## src/rtl/ms_timer_pkg.sv

```systemverilog
// Shared types and constants for the millisecond timer family
// (elapsed counter and countdown).
package ms_timer_pkg;

  localparam int unsigned CLKS_PER_MS_DEFAULT = 5000;
  localparam int unsigned CNT_W_DEFAULT       = 16;

  typedef logic [CNT_W_DEFAULT-1:0] ms_cnt_t;

  typedef enum logic [1:0] {
    StIdle = 2'd0,
    StRun  = 2'd1,
    StDone = 2'd2
  } ms_state_e;

endpackage

```

## src/rtl/ms_countdown_if.sv

```systemverilog
// Host-side control/status bundle of the millisecond countdown timer.
interface ms_countdown_if #(
    parameter int unsigned CNT_W = 16
);

    logic             start;
    logic [CNT_W-1:0] load_ms;
    logic             abort;
    logic             busy;
    logic [CNT_W-1:0] remaining_ms;
    logic             ms_tick;
    logic             expired;

    modport master (
        output start,
        output load_ms,
        output abort,
        input  busy,
        input  remaining_ms,
        input  ms_tick,
        input  expired
    );

    modport slave (
        input  start,
        input  load_ms,
        input  abort,
        output busy,
        output remaining_ms,
        output ms_tick,
        output expired
    );

endinterface

```

## src/rtl/ms_prescaler.sv

```systemverilog
// Divides clk into one tick per millisecond; tick is high in the last
// cycle of each millisecond while enabled.
module ms_prescaler
    import ms_timer_pkg::*;
#(
    parameter int unsigned CLKS_PER_MS = CLKS_PER_MS_DEFAULT
) (
    input  logic clk,
    input  logic rst,
    input  logic clear,
    input  logic enable,
    output logic tick
);

    localparam int unsigned     PS_W = $clog2(CLKS_PER_MS);
    localparam logic [PS_W-1:0] LAST = PS_W'(CLKS_PER_MS - 1);

    logic [PS_W-1:0] cnt_q, cnt_d;

    always_comb begin
        cnt_d = cnt_q;
        if (clear) begin
            cnt_d = '0;
        end else if (enable) begin
            cnt_d = (cnt_q == LAST) ? '0 : cnt_q + PS_W'(1);
        end
    end

    always_ff @(posedge clk or posedge rst) begin
        if (rst) begin
            cnt_q <= '0;
        end else begin
            cnt_q <= cnt_d;
        end
    end

    assign tick = enable && (cnt_q == LAST);

endmodule

```

## src/rtl/ms_countdown.sv

```systemverilog
// Programmable millisecond countdown: load a duration, count it down once
// per millisecond tick, pulse expired for one cycle on completion.
module ms_countdown
    import ms_timer_pkg::*;
#(
    parameter int unsigned CLKS_PER_MS = CLKS_PER_MS_DEFAULT,
    parameter int unsigned CNT_W       = CNT_W_DEFAULT
) (
    input logic          clk,
    input logic          rst,
    ms_countdown_if.slave bus
);

    ms_state_e        state_q, state_d;
    logic [CNT_W-1:0] rem_q, rem_d;
    logic             start_acc;
    logic             ps_clear;
    logic             tick;

    // abort outranks start, even in IDLE where abort itself does nothing
    assign start_acc = bus.start && !bus.abort;
    assign ps_clear  = start_acc || (state_q != StRun);

    ms_prescaler #(
        .CLKS_PER_MS(CLKS_PER_MS)
    ) u_prescaler (
        .clk   (clk),
        .rst   (rst),
        .clear (ps_clear),
        .enable(state_q == StRun),
        .tick  (tick)
    );

    always_comb begin
        state_d = state_q;
        rem_d   = rem_q;
        if (bus.abort) begin
            if (state_q != StIdle) begin
                state_d = StIdle;
            end
        end else if (bus.start) begin
            rem_d   = bus.load_ms;
            state_d = (bus.load_ms != '0) ? StRun : StDone;
        end else begin
            unique case (state_q)
                StRun: begin
                    if (tick && (rem_q != '0)) begin
                        rem_d = rem_q - CNT_W'(1);
                        if (rem_q == CNT_W'(1)) begin
                            state_d = StDone;
                        end
                    end
                end
                StDone:  state_d = StIdle;
                default: state_d = state_q;
            endcase
        end
    end

    always_ff @(posedge clk or posedge rst) begin
        if (rst) begin
            state_q <= StIdle;
            rem_q   <= '0;
        end else begin
            state_q <= state_d;
            rem_q   <= rem_d;
        end
    end

    assign bus.busy         = (state_q == StRun);
    assign bus.expired      = (state_q == StDone);
    assign bus.remaining_ms = rem_q;
    assign bus.ms_tick      = tick;

endmodule

```

## src/flat_wrapper.sv

```systemverilog
// flat-port wrapper written by rule: the top's interface ports become plain ports
module ms_countdown_flat import ms_timer_pkg::*;
#(
    parameter int unsigned CLKS_PER_MS = CLKS_PER_MS_DEFAULT,
    parameter int unsigned CNT_W       = CNT_W_DEFAULT
)
  (clk, rst, bus_start, bus_load_ms, bus_abort, bus_busy, bus_remaining_ms, bus_ms_tick, bus_expired);
  ms_countdown_if #(.CNT_W(CNT_W)) bus_i ();
  input logic clk;
  input logic rst;
  input wire logic [$bits(bus_i.start)-1:0] bus_start;
  input wire logic [$bits(bus_i.load_ms)-1:0] bus_load_ms;
  input wire logic [$bits(bus_i.abort)-1:0] bus_abort;
  output wire logic [$bits(bus_i.busy)-1:0] bus_busy;
  output wire logic [$bits(bus_i.remaining_ms)-1:0] bus_remaining_ms;
  output wire logic [$bits(bus_i.ms_tick)-1:0] bus_ms_tick;
  output wire logic [$bits(bus_i.expired)-1:0] bus_expired;
  assign bus_i.start = bus_start;
  assign bus_i.load_ms = bus_load_ms;
  assign bus_i.abort = bus_abort;
  assign bus_busy = bus_i.busy;
  assign bus_remaining_ms = bus_i.remaining_ms;
  assign bus_ms_tick = bus_i.ms_tick;
  assign bus_expired = bus_i.expired;
  ms_countdown #(.CLKS_PER_MS(CLKS_PER_MS), .CNT_W(CNT_W)) u_core (.clk(clk), .rst(rst), .bus(bus_i));
endmodule
```

## config.mk

```make
export PLATFORM = sky130hd
export DESIGN_NAME = ms_countdown_flat
export DESIGN_NICKNAME = d
export VERILOG_FILES = /design/src/rtl/ms_timer_pkg.sv /design/src/rtl/ms_countdown_if.sv /design/src/rtl/ms_prescaler.sv /design/src/rtl/ms_countdown.sv /design/src/flat_wrapper.sv
export SDC_FILE = /design/constraint.sdc
export NUM_CORES = 1
export LEC_CHECK = 0
export CAP_MARGIN = 20
export CORE_MARGIN = 3
export CORE_UTILIZATION = 54
export CTS_CLUSTER_SIZE = 10
export DETAILED_ROUTE_END_ITERATION = 6
export GPL_ROUTABILITY_DRIVEN = 0
export PLACE_DENSITY = 0.8
export SLEW_MARGIN = 10
export SYNTH_ARGS = -nofsm -noshare
export SYNTH_HDL_FRONTEND = slang
export SYNTH_SLANG_ARGS = --single-unit
```

## constraint.sdc

```tcl
create_clock -name clk -period 5 [get_ports clk]
set_input_delay 1.5 -clock clk [delete_from_list [all_inputs] [get_ports clk]]
set_output_delay 1.5 -clock clk [all_outputs]
set_load 0.01 [all_outputs]
```

==> summary.txt <==
STA
  • Tcrit/Tclk final: 0.734
  • RSZ-0062 raised after global routing: no
  • Worst slew pin tran: 0.975 ns
  • Final setup vio count: 0
  • Max Slew Vio Count: 0
  • Endpoints failing hold: 0
  • Clock Skews: 0.00359 ns
  • Fmax: 273 MHz
  • Tmin final: 3.67 ns
  • Hold Slack: 0.462 ns
  • Setup TNS: 0 ns
  • Slew HR: 0.344

Final layout
  • Area Overhead vs Synth: 26.3%
  • # fillers: 268
  • Ant. Diodes: 0
  • Layout cells sized above 1: 0.0916
  • Most common cell after layout, fill and taps aside: clkdlybuf4s50_1
  • Commonest non-fill, non-tap cells in the layout: clkdlybuf4s50_1, dfrtp_1, nor2_1
  • Final net count: 288
  • Final std cells w/o fill: 308
  • Final instance area: 2550 um^2

Route
  • DR vias/cell: 6.23
  • Initial DRC count: 271
  • Vias: 1920
  • Detailed Routing Iterations Pass 1: 5
  • # DRC: 0
  • Drt wl/cell: 17.2 um
  • Routed Antenna Nets: 0
  • Drt total wl: 5.29 mm

Placed design
  • Placed cells: 300
  • Placed cell area: 2430 um^2
  • Port Buffers: 38
  • Detail Placement HPWL: 3.84 mm

Clock tree
  • Num CTS Buffers: 5
  • Postcts setup bufs: 0
  • Clock root buffer: clkbuf_8
  • Worst-skew pair later-pin latency: 0.29 ns
  • # H-tree levels: 2
  • Post_cts resized: 0
  • Post-CTS Hold Buffers: 0
  • Max clock buf depth: 2
  • # clock sinks: 31
  • CTS tree: built
  • Clock Pin Slew Worst Setup and Hold Paths: 0.06 ns

Yosys
  • Syn. warnings: 0
  • Yosys reg bits: 31
  • Synth Net Count: 250
  • Post-Syn Area: 2020 um^2
  • Post-synth EDFFs: 0
  • Top_reg_cell synth: dfrtp_1
  • Syn_area_per_cell: 9.05 um^2
  • Post-Synthesis Cells: 223
  • Post-synthesis sequential area ratio: 0.384
  • Distinct cells, synth: 47
  • Ys async rst share: 1.00

Worst setup path
  • Nature of the critical path endpoint: output port
  • WP data required: 3.50 ns
  • Worst path max stage delay: 0.58 ns
  • Critical path arrival: 2.17 ns
  • Critical Path Start Type: register
  • Critical path class: reg2out
  • Critical path's slowest cell: clkdlybuf4s50_1
  • Crit path max fanout: 6
  • Crit-path cells: or4b_4 > nor4_1 > clkdlybuf4s50_1

Global routing
  • Number of global-route vias before repair: 1751
  • First-pass GRT wire length: 8.76 mm
  • Largest net degree at the start of global routing: 25
  • Grt total ovfl: 0
  • GRT Util Overall: 0.261
  • Initial antenna violation count: 0

Power and ir drop
  • Leakage power: 0.993 nW
  • Pwr Density: 298 nW/um^2
  • VDD IR max: 0.221 mV

Die
  • Die height: 67.1 um
  • IO Count: 39
  • CORE AREA: 3470 um^2
  • Die ar.: 4510 um^2
  • FP Rows: 21
  • Starting Density: 0.582
  • Die width: 67.1 um

Worst hold path
  • Hold Path Class: reg2reg

Status
  • Status: finished, final reports clean

Run
  • Max cap viols: 0
## kinds of logic after synthesis
family,after synthesis,synth area share
multiplexers,4,0.0198
AND/OR/NAND/NOR,107,0.298
XOR/XNOR,10,0.0434
AO/OA/AOI/OAI,45,0.163
buffers and inverters,19,0.0484
adder cells (fa/ha/maj),7,0.0434
flip-flops,31,0.384
## state kept, by name, summed over array words and instances (netlist names)
register,count
u_core.bus.remaining_ms,16
u_core.state_q,2
u_core.u_prescaler.cnt_q,13
## per-stage QoR
step	total power, mW	util	setup slack [ns]
after CTS	0.759	0.735	1.32
after global placement	0.497	0.693	1.31
after detailed placement	0.501	0.701	1.23
after floorplan	0.408	-	2.09
final	0.758	0.735	1.33
after global routing	0.794	0.735	1.19
## routing by layer
layer	vias to the layer above	GRT usage	share of wire
li1	916	-	-
met1	905	0.384	0.46
met2	91	0.373	0.44
met3	8	0.0582	0.080
met4	0	0.0962	0.012
met5	-	0	0
## power breakdown
part / internal, mW / leakage, nW / switching (mW)
clock: 0.161 / 0.0612 / 0.0978
sequential: 0.275 / 0.395 / 0.0373
combinational: 0.0951 / 0.536 / 0.0921
## synth_stat cells, types with 2 or more instances
| library cell | count | share of area |
|---|---|---|
| and3_1 | 5 | 0.015 |
| nor2_1 | 30 | 0.056 |
| a21oi_1 | 5 | 0.012 |
| or2_2 | 2 | 0.0062 |
| dfrtp_1 | 31 | 0.38 |
| o22ai_1 | 7 | 0.022 |
| inv_1 | 10 | 0.019 |
| xor2_1 | 6 | 0.026 |
| a211oi_1 | 7 | 0.026 |
| xnor2_1 | 4 | 0.017 |
| nand3b_1 | 2 | 0.0074 |
| a22oi_1 | 3 | 0.011 |
| nor3_1 | 9 | 0.022 |
| nand2_1 | 12 | 0.022 |
| and2_1 | 3 | 0.0093 |
| mux2i_1 | 4 | 0.020 |
| a31o_2 | 3 | 0.013 |
| nand4_1 | 7 | 0.022 |
| clkbuf_1 | 5 | 0.0093 |
| ha_1 | 7 | 0.043 |
| nor3b_1 | 2 | 0.0074 |
| nand3_1 | 11 | 0.027 |
| or3_1 | 5 | 0.015 |
| o21ai_0 | 5 | 0.012 |
| a311oi_1 | 7 | 0.030 |
| buf_6 | 2 | 0.011 |
| nor4_1 | 9 | 0.028 |
## layout make-up
class | count | area, um^2 | area share
clock inverter | 2 | 35.0 | 0.0137
tap | 46 | 57.6 | 0.0226
inverter | 10 | 37.5 | 0.0147
sequential | 31 | 776 | 0.304
clock buffer | 6 | 82.6 | 0.0324
multi-input combinational | 173 | 1140 | 0.449
timing repair buffer | 40 | 415 | 0.163
## worst paths after layout
check / startpoint / endpoint / slack (ns) / cells after the start
max in group asynchronous: rst / u_core.state_q[1] / 2.75 / 4
min reg2reg: u_core.u_prescaler.cnt_q[0] / u_core.u_prescaler.cnt_q[0] / 0.46 / 1
max: u_core.u_prescaler.cnt_q[3] / bus_ms_tick / 1.33 / 3
min: u_core.u_prescaler.cnt_q[0] / u_core.u_prescaler.cnt_q[0] / 0.46 / 1
min in group asynchronous: rst / u_core.bus.remaining_ms[2] / 1.63 / 2
max reg2reg: u_core.bus.remaining_ms[2] / u_core.bus.remaining_ms[9] / 2.43 / 5
## critical path: cells and delay by family, from the launching register on
kind	cells	cell delay (ns)
buffers and inverters	1	0.58
flip-flops	1	0.45
AND/OR/NAND/NOR	2	0.84
Note: power is estimated with default switching activity, not from simulation.
